<file path="config.mk">
export PLATFORM = sky130hd
export DESIGN_NAME = rhs_frame_packer
export DESIGN_NICKNAME = d
export VERILOG_FILES = /design/src/rtl/rhs_frame_packer.sv
export SDC_FILE = /design/constraint.sdc
export NUM_CORES = 1
export LEC_CHECK = 0
export ABC_AREA = 1
export CELL_PAD_IN_SITES_DETAIL_PLACEMENT = 0
export CELL_PAD_IN_SITES_GLOBAL_PLACEMENT = 1
export CORE_UTILIZATION = 50
export CTS_CLUSTER_DIAMETER = 200
export DETAILED_ROUTE_END_ITERATION = 8
export DONT_BUFFER_PORTS = 1
export PLACE_DENSITY_LB_ADDON = 0.1
export SLEW_MARGIN = 10
export SYNTH_ARGS = -nofsm -noshare
export SYNTH_HDL_FRONTEND = slang
export SYNTH_SLANG_ARGS = --single-unit
</file>
<file path="constraint.sdc">
create_clock -name clk -period 16.55 [get_ports clk]
set_input_delay 3.31 -clock clk [delete_from_list [all_inputs] [get_ports clk]]
set_output_delay 3.31 -clock clk [all_outputs]
set_load 0.01 [all_outputs]
</file>
<file path="src/rtl/rhs_frame_packer.sv">
// rhs_frame_packer: packs 16-port RHS sample slots into fixed 131-word
// stream frames (header, timestamp, 16 x 8 data words, trailer).
// A 2-entry slot FIFO absorbs stream backpressure; missing chip channels
// are replaced by filler words so every frame has the same length.
module rhs_frame_packer #(
  parameter int          CHIP_CHANNELS = 16,
  parameter logic [31:0] FILL_WORD     = 32'h8000_8000,
  parameter logic [15:0] HDR_MAGIC     = 16'hA5C3
) (
  input  logic         clk,
  input  logic         rstn,
  input  logic         record_en,
  input  logic         in_valid,
  input  logic [3:0]   in_chip_channel,
  input  logic [255:0] in_data,
  output logic [31:0]  m_data,
  output logic         m_valid,
  input  logic         m_ready,
  output logic         m_last,
  output logic [15:0]  overflow_count,
  output logic [15:0]  frame_count
);

  // The state names what the output register loads on the next free cycle.
  // SEL is the slot boundary where the select rule runs; END holds the
  // trailer until the consumer takes it.
  typedef enum logic [2:0] {
    ST_IDLE,
    ST_HDR,
    ST_TS,
    ST_SEL,
    ST_SLOT,
    ST_FILL,
    ST_TRL,
    ST_END
  } state_t;

  localparam logic [3:0] LAST_CHAN = 4'(CHIP_CHANNELS - 1);

  // ---------------------------------------------------------------------
  // Slot FIFO (2 entries) and timestamp
  // ---------------------------------------------------------------------
  logic [3:0]   r_chan_mem [0:1];
  logic [31:0]  r_ts_mem   [0:1];
  logic [255:0] r_data_mem [0:1];
  logic         r_wptr;
  logic         r_rptr;
  logic [1:0]   r_count;
  logic [31:0]  r_ts;
  logic [15:0]  r_overflow;

  logic         w_full;
  logic         w_empty;
  logic         w_push;
  logic         w_pop;
  logic         w_drop;
  logic         w_ts_inc;
  logic [31:0]  w_ts_new;
  logic [3:0]   w_head_chan;
  logic [31:0]  w_head_ts;
  logic [255:0] w_head_data;

  assign w_full      = (r_count == 2'd2);
  assign w_empty     = (r_count == 2'd0);
  // A full FIFO still accepts when the head leaves in the same cycle.
  assign w_push      = in_valid && record_en && (!w_full || w_pop);
  assign w_drop      = in_valid && record_en && !w_push;
  // Dropped channel-0 slots still advance time so gaps stay visible.
  assign w_ts_inc    = in_valid && record_en && (in_chip_channel == 4'd0);
  assign w_ts_new    = r_ts + {31'd0, w_ts_inc};
  assign w_head_chan = r_chan_mem[r_rptr];
  assign w_head_ts   = r_ts_mem[r_rptr];
  assign w_head_data = r_data_mem[r_rptr];

  // FIFO payload storage; pointers/count alone define occupancy.
  always_ff @(posedge clk) begin
    if (w_push) begin
      r_chan_mem[r_wptr] <= in_chip_channel;
      r_ts_mem[r_wptr]   <= w_ts_new;
      r_data_mem[r_wptr] <= in_data;
    end
  end

  // FIFO pointers and occupancy.
  always_ff @(posedge clk or negedge rstn) begin
    if (!rstn) begin
      r_wptr  <= 1'b0;
      r_rptr  <= 1'b0;
      r_count <= 2'd0;
    end else begin
      if (w_push) r_wptr <= ~r_wptr;
      if (w_pop)  r_rptr <= ~r_rptr;
      case ({w_push, w_pop})
        2'b10:   r_count <= r_count + 2'd1;
        2'b01:   r_count <= r_count - 2'd1;
        default: r_count <= r_count;
      endcase
    end
  end

  // Timestamp counter and saturating drop counter.
  always_ff @(posedge clk or negedge rstn) begin
    if (!rstn) begin
      r_ts       <= 32'd0;
      r_overflow <= 16'd0;
    end else begin
      r_ts <= w_ts_new;
      if (w_drop && (r_overflow != 16'hFFFF)) r_overflow <= r_overflow + 16'd1;
    end
  end

  // ---------------------------------------------------------------------
  // Serializer
  // ---------------------------------------------------------------------
  state_t       r_state;
  logic [3:0]   r_exp;
  logic [2:0]   r_word;
  logic [31:0]  r_frame_ts;
  logic [15:0]  r_present;
  logic [7:0]   r_miss;
  logic [15:0]  r_frame_count;
  logic [31:0]  r_m_data;
  logic         r_m_valid;
  logic         r_m_last;

  state_t       w_state_next;
  logic [3:0]   w_exp_next;
  logic [2:0]   w_word_next;
  logic [31:0]  w_frame_ts_next;
  logic [15:0]  w_present_next;
  logic [7:0]   w_miss_next;
  logic [15:0]  w_frame_count_next;
  logic [31:0]  w_m_data_next;
  logic         w_m_valid_next;
  logic         w_m_last_next;

  logic         w_out_free;
  logic         w_hs;
  logic         w_sel_slot;
  logic         w_sel_fill;
  logic         w_exp_last;
  logic [7:0]   w_word_base;
  logic [31:0]  w_slot_word;

  assign w_out_free  = !r_m_valid || m_ready;
  assign w_hs        = r_m_valid && m_ready;
  assign w_exp_last  = (r_exp == LAST_CHAN);
  // Slot boundary decision: matching head is emitted; any other head
  // (later channel, or an early next-frame slot) or a stopped recording
  // means the expected channel is missing. Empty while recording waits.
  assign w_sel_slot  = !w_empty && (w_head_chan == r_exp);
  assign w_sel_fill  = (!w_empty && (w_head_chan != r_exp)) || (w_empty && !record_en);
  assign w_word_base = {r_word, 5'd0};
  assign w_slot_word = w_head_data[w_word_base +: 32];

  // Next-state and output-register computation.
  always_comb begin
    w_state_next       = r_state;
    w_exp_next         = r_exp;
    w_word_next        = r_word;
    w_frame_ts_next    = r_frame_ts;
    w_present_next     = r_present;
    w_miss_next        = r_miss;
    w_frame_count_next = r_frame_count;
    w_m_data_next      = r_m_data;
    w_m_valid_next     = w_hs ? 1'b0 : r_m_valid;
    w_m_last_next      = w_hs ? 1'b0 : r_m_last;
    w_pop              = 1'b0;

    case (r_state)
      ST_IDLE: begin
        if (!w_empty) begin
          w_state_next    = ST_HDR;
          w_exp_next      = 4'd0;
          w_word_next     = 3'd0;
          w_frame_ts_next = w_head_ts;
          w_present_next  = 16'd0;
          w_miss_next     = 8'd0;
        end
      end

      ST_HDR: begin
        if (w_out_free) begin
          w_m_data_next  = {HDR_MAGIC, r_frame_count};
          w_m_valid_next = 1'b1;
          w_m_last_next  = 1'b0;
          w_state_next   = ST_TS;
        end
      end

      ST_TS: begin
        if (w_out_free) begin
          w_m_data_next  = r_frame_ts;
          w_m_valid_next = 1'b1;
          w_m_last_next  = 1'b0;
          w_state_next   = ST_SEL;
        end
      end

      ST_SEL: begin
        if (w_out_free) begin
          if (w_sel_slot) begin
            w_m_data_next  = w_head_data[31:0];
            w_m_valid_next = 1'b1;
            w_m_last_next  = 1'b0;
            w_word_next    = 3'd1;
            w_state_next   = ST_SLOT;
          end else if (w_sel_fill) begin
            w_m_data_next  = FILL_WORD;
            w_m_valid_next = 1'b1;
            w_m_last_next  = 1'b0;
            w_word_next    = 3'd1;
            w_state_next   = ST_FILL;
          end
        end
      end

      ST_SLOT: begin
        if (w_out_free) begin
          w_m_data_next  = w_slot_word;
          w_m_valid_next = 1'b1;
          w_m_last_next  = 1'b0;
          w_word_next    = r_word + 3'd1;
          if (r_word == 3'd7) begin
            // Head is consumed only once its last word is in the register.
            w_pop                 = 1'b1;
            w_present_next[r_exp] = 1'b1;
            w_exp_next            = r_exp + 4'd1;
            w_word_next           = 3'd0;
            w_state_next          = w_exp_last ? ST_TRL : ST_SEL;
          end
        end
      end

      ST_FILL: begin
        if (w_out_free) begin
          w_m_data_next  = FILL_WORD;
          w_m_valid_next = 1'b1;
          w_m_last_next  = 1'b0;
          w_word_next    = r_word + 3'd1;
          if (r_word == 3'd7) begin
            w_miss_next  = r_miss + 8'd1;
            w_exp_next   = r_exp + 4'd1;
            w_word_next  = 3'd0;
            w_state_next = w_exp_last ? ST_TRL : ST_SEL;
          end
        end
      end

      ST_TRL: begin
        if (w_out_free) begin
          w_m_data_next  = {8'h5A, r_miss, r_present};
          w_m_valid_next = 1'b1;
          w_m_last_next  = 1'b1;
          w_state_next   = ST_END;
        end
      end

      ST_END: begin
        // The frame only counts once the trailer has actually left.
        if (w_hs) begin
          w_frame_count_next = r_frame_count + 16'd1;
          w_state_next       = ST_IDLE;
        end
      end

      default: begin
        w_state_next = ST_IDLE;
      end
    endcase
  end

  // Serializer state and registered stream outputs.
  always_ff @(posedge clk or negedge rstn) begin
    if (!rstn) begin
      r_state       <= ST_IDLE;
      r_exp         <= 4'd0;
      r_word        <= 3'd0;
      r_frame_ts    <= 32'd0;
      r_present     <= 16'd0;
      r_miss        <= 8'd0;
      r_frame_count <= 16'd0;
      r_m_data      <= 32'd0;
      r_m_valid     <= 1'b0;
      r_m_last      <= 1'b0;
    end else begin
      r_state       <= w_state_next;
      r_exp         <= w_exp_next;
      r_word        <= w_word_next;
      r_frame_ts    <= w_frame_ts_next;
      r_present     <= w_present_next;
      r_miss        <= w_miss_next;
      r_frame_count <= w_frame_count_next;
      r_m_data      <= w_m_data_next;
      r_m_valid     <= w_m_valid_next;
      r_m_last      <= w_m_last_next;
    end
  end

  assign m_data         = r_m_data;
  assign m_valid        = r_m_valid;
  assign m_last         = r_m_last;
  assign overflow_count = r_overflow;
  assign frame_count    = r_frame_count;

endmodule

</file>
==> impl_metrics.env <==
export IMPL_start_util=0.509
export IMPL_synthFlopType="edfxtp_1"
export IMPL_areaGrowthSynthToFinish_pct=9.78
export IMPL_clkTransAtPathRegs_ns=0.06
export IMPL_coreArea_mm2=0.0648
export IMPL_placed_cell_area_mm2=0.0337
export IMPL_pre_cts_ws_ns=10.11
export IMPL_synth_top_cell_by_area="edfxtp_1"
export IMPL_yosysMostFrequentCell="nand2_1"
export IMPL_crit_fanout=144
export IMPL_ctsRootBufferMaster="clkbuf_16"
export IMPL_cts_resized=0
export IMPL_total_power_mw=5.67
export IMPL_ys_seq_area_frac=0.658
export IMPL_wl_um=88200
export IMPL_fillers=5458
export IMPL_die_area_mm2=0.0671
export IMPL_min_path_type="flip-flop to flip-flop"
export IMPL_hold_violations=0
export IMPL_clk_latency_ns=0.63
export IMPL_max_clock_freq_mhz=169
export IMPL_cts_setup_buffers=0
export IMPL_drv_slew=0
export IMPL_finalWorstSetupSlack_ns=10.64
export IMPL_use_met1=0.338
export IMPL_syn_mean_instance_area_um2=10.2
export IMPL_ys_top_cells_by_count="796 x nand2_1, 584 x edfxtp_1, 432 x inv_1"
export IMPL_maxSlewHeadroom=0.175
export IMPL_synth_area_mm2=0.0330
export IMPL_port_buffer_count=0
export IMPL_die_height_um=259
export IMPL_die_w_um=259
export IMPL_num_rows=93
export IMPL_grt_pass1_wl_um=132000
export IMPL_crit_chain="inv_1 -> nand2_1 -> inv_1 -> nor2_4 -> nor3_2 -> or2_2 -> nor2_4 -> buf_12 -> buf_4"
export IMPL_worstSetupStartpointType="input pin"
export IMPL_hold_buffers=0
export IMPL_synth_seq_cells=752
export IMPL_synthTopCellsByArea="edfxtp_1 53%, dfrtp_1 13%, nand2_1 9.0%, nand3_1 6.1%, inv_1 4.9%"
export IMPL_worst_path_buf_inv=4
export IMPL_wl_per_cell_um=21.4
export IMPL_critical_path_max_stage_delay_ns=0.96
export IMPL_clockBufferDepth=3
export IMPL_tightest_slew_ns=1.23
export IMPL_hpwl_um=56700
export IMPL_busiest_layer="met2"
export IMPL_met2_usage=0.422
export IMPL_cts_sinks=752
export IMPL_synth_fp_nets=3521
export IMPL_required_ns=16.78
export IMPL_vias=22177
export IMPL_clock_skew_ns=0.0179
export IMPL_first_global_vias=21724
export IMPL_critical_path_class="input pin to flip-flop"
export IMPL_cp_slowest_cell="buf_4"
export IMPL_cts_tree="done"
export IMPL_grt_max_degree=197
export IMPL_use_met3=0.0820
export IMPL_synth_cells=3244
export IMPL_cts_htree_levels=3
export IMPL_ant_nets=0
export IMPL_initialDrtViolationCount=1705
export IMPL_crit_family="buffers and inverters"
export IMPL_synth_distinct_cells=38
export IMPL_endpoint_kind="flip-flop"
export IMPL_synth_warnings=0
export IMPL_vias_per_cell=5.38
export IMPL_setup_viol=0
export IMPL_antenna_found_initial=14
export IMPL_p_leak_nw=15.1
export IMPL_routabilityCongestion=0.887
export IMPL_maxCapViolations=0
export IMPL_status="completed"
export IMPL_finalCritPeriodShare=0.357
export IMPL_finalCriticalPeriod_ns=5.91
export IMPL_stdcell_area_mm2=0.0363
export IMPL_rsz0062_at_grt="no"
export IMPL_cp_data_arrival_time_ns=6.15
export IMPL_synth_edff_count=584
export IMPL_first_pass_iters=6
export IMPL_ios=331
export IMPL_holdWs_ns=0.486
export IMPL_drive_gt1_frac=0.0672
export IMPL_powerDensity_mw_per_mm2=156
export IMPL_async_flop_share=0.223
export IMPL_cts_buffers_inserted=80
export IMPL_max_vdd_ir_drop_uv=97.6
export IMPL_grt_usage=0.265
export IMPL_drc_errors=0
export IMPL_netlist_area_leader_share=0.531
export IMPL_finalNetCount=3473
export IMPL_grt_ovfl_total=0
cell type report:
cell class / instances / area (um2) / share of cell area
clock buffer: 103 / 2160 / 0.0596
sequential: 752 / 21700 / 0.600
timing repair buffer: 23 / 210 / 0.00580
multi-input combinational: 1898 / 8970 / 0.247
inverter: 441 / 1660 / 0.0459
antenna: 6 / 15.0 / 0.000414
tap: 855 / 1070 / 0.0295
clock inverter: 44 / 417 / 0.0115
placed cells by master (no fill, tap or decap), types with 7 or more instances in the layout:
master / netlist / routed
inv_1: 432 / 431
o21ai_1: 8 / 8
clkinv_2: 0 / 19
dfrtp_1: 168 / 165
nand2_1: 796 / 796
o21ai_0: 58 / 58
xor2_1: 47 / 47
nor2_4: 5 / 7
clkbuf_16: 0 / 81
o31ai_1: 34 / 34
clkbuf_1: 46 / 17
o211ai_1: 35 / 35
and2_1: 19 / 19
xnor2_1: 13 / 13
ha_1: 12 / 12
nor2_1: 260 / 257
buf_4: 5 / 20
edfxtp_1: 584 / 584
a211oi_1: 15 / 15
nor3_1: 21 / 21
or2_2: 38 / 38
nor2_2: 7 / 8
nand4_1: 39 / 39
clkinv_1: 0 / 10
nor4_1: 11 / 11
a21oi_1: 57 / 57
inv_2: 9 / 7
nand3_1: 402 / 401
where the power goes:
group          switching [mW]  internal, mW  leakage, nW
Clock                   0.739          1.02         1.27
Sequential              0.217          2.37         7.48
Combinational           0.956         0.368         6.37
Total                    1.91          3.76         15.1
metrics by stage:
step	util	TNS, ns	std cells
floorplan	-	-379.03	3244
global placement	0.519	0	3969
detailed placement	0.519	0	3969
CTS	0.559	0	4116
global route	0.559	0	4118
finish	0.559	0	4122
path summary, 6_finish.rpt:
| check | start | end | slack (ns) | depth (start not counted) |
|---|---|---|---|---|
| worst max-delay path | m_ready | r_data_mem[1][8] | 10.64 | 9 |
| worst min-delay path | r_frame_ts[4] | r_frame_ts[4] | 0.49 | 2 |
| worst max register to register | r_word[1] | r_data_mem[1][8] | 11.79 | 9 |
| worst min register to register | r_frame_ts[4] | r_frame_ts[4] | 0.49 | 2 |
| max in group asynchronous | rstn | r_word[1] | 13.74 | 0 |
| min in group asynchronous | rstn | frame_count[10] | 2.39 | 0 |
flip-flops by register name, summed over array words and instances, names as in the netlist, 16 cells and up:
name            flops
r_ts_mem           64
overflow_count     16
m_data             32
r_frame_ts         32
r_present          16
r_ts               32
frame_count        16
r_data_mem        512
worst min-delay path, stage by stage, from the launching register on:
cell and delay, ns:
dfrtp_1 0.35, nand2_1 0.05, o31ai_1 0.05
cell families (layout without fill, tap and decap cells):
kind of cell | count (synthesis) | after routing | synth area share
flops | 752 | 752 | 0.658
other cells | 0 | 6 | 0
compound gates | 216 | 216 | 0.0398
buf+inv | 594 | 611 | 0.0710
simple gates | 1610 | 1610 | 0.210
fa+ha+maj | 12 | 12 | 0.00455
xor+xnor | 60 | 60 | 0.0159
metal layers:
metal	wire length, um	vias up
met5	96	-
met3	7640	173
met1	35700	10712
met4	3380	14
li1	-	10633
met2	41300	645
No activity file was read; power rests on OpenSTA's default activity.
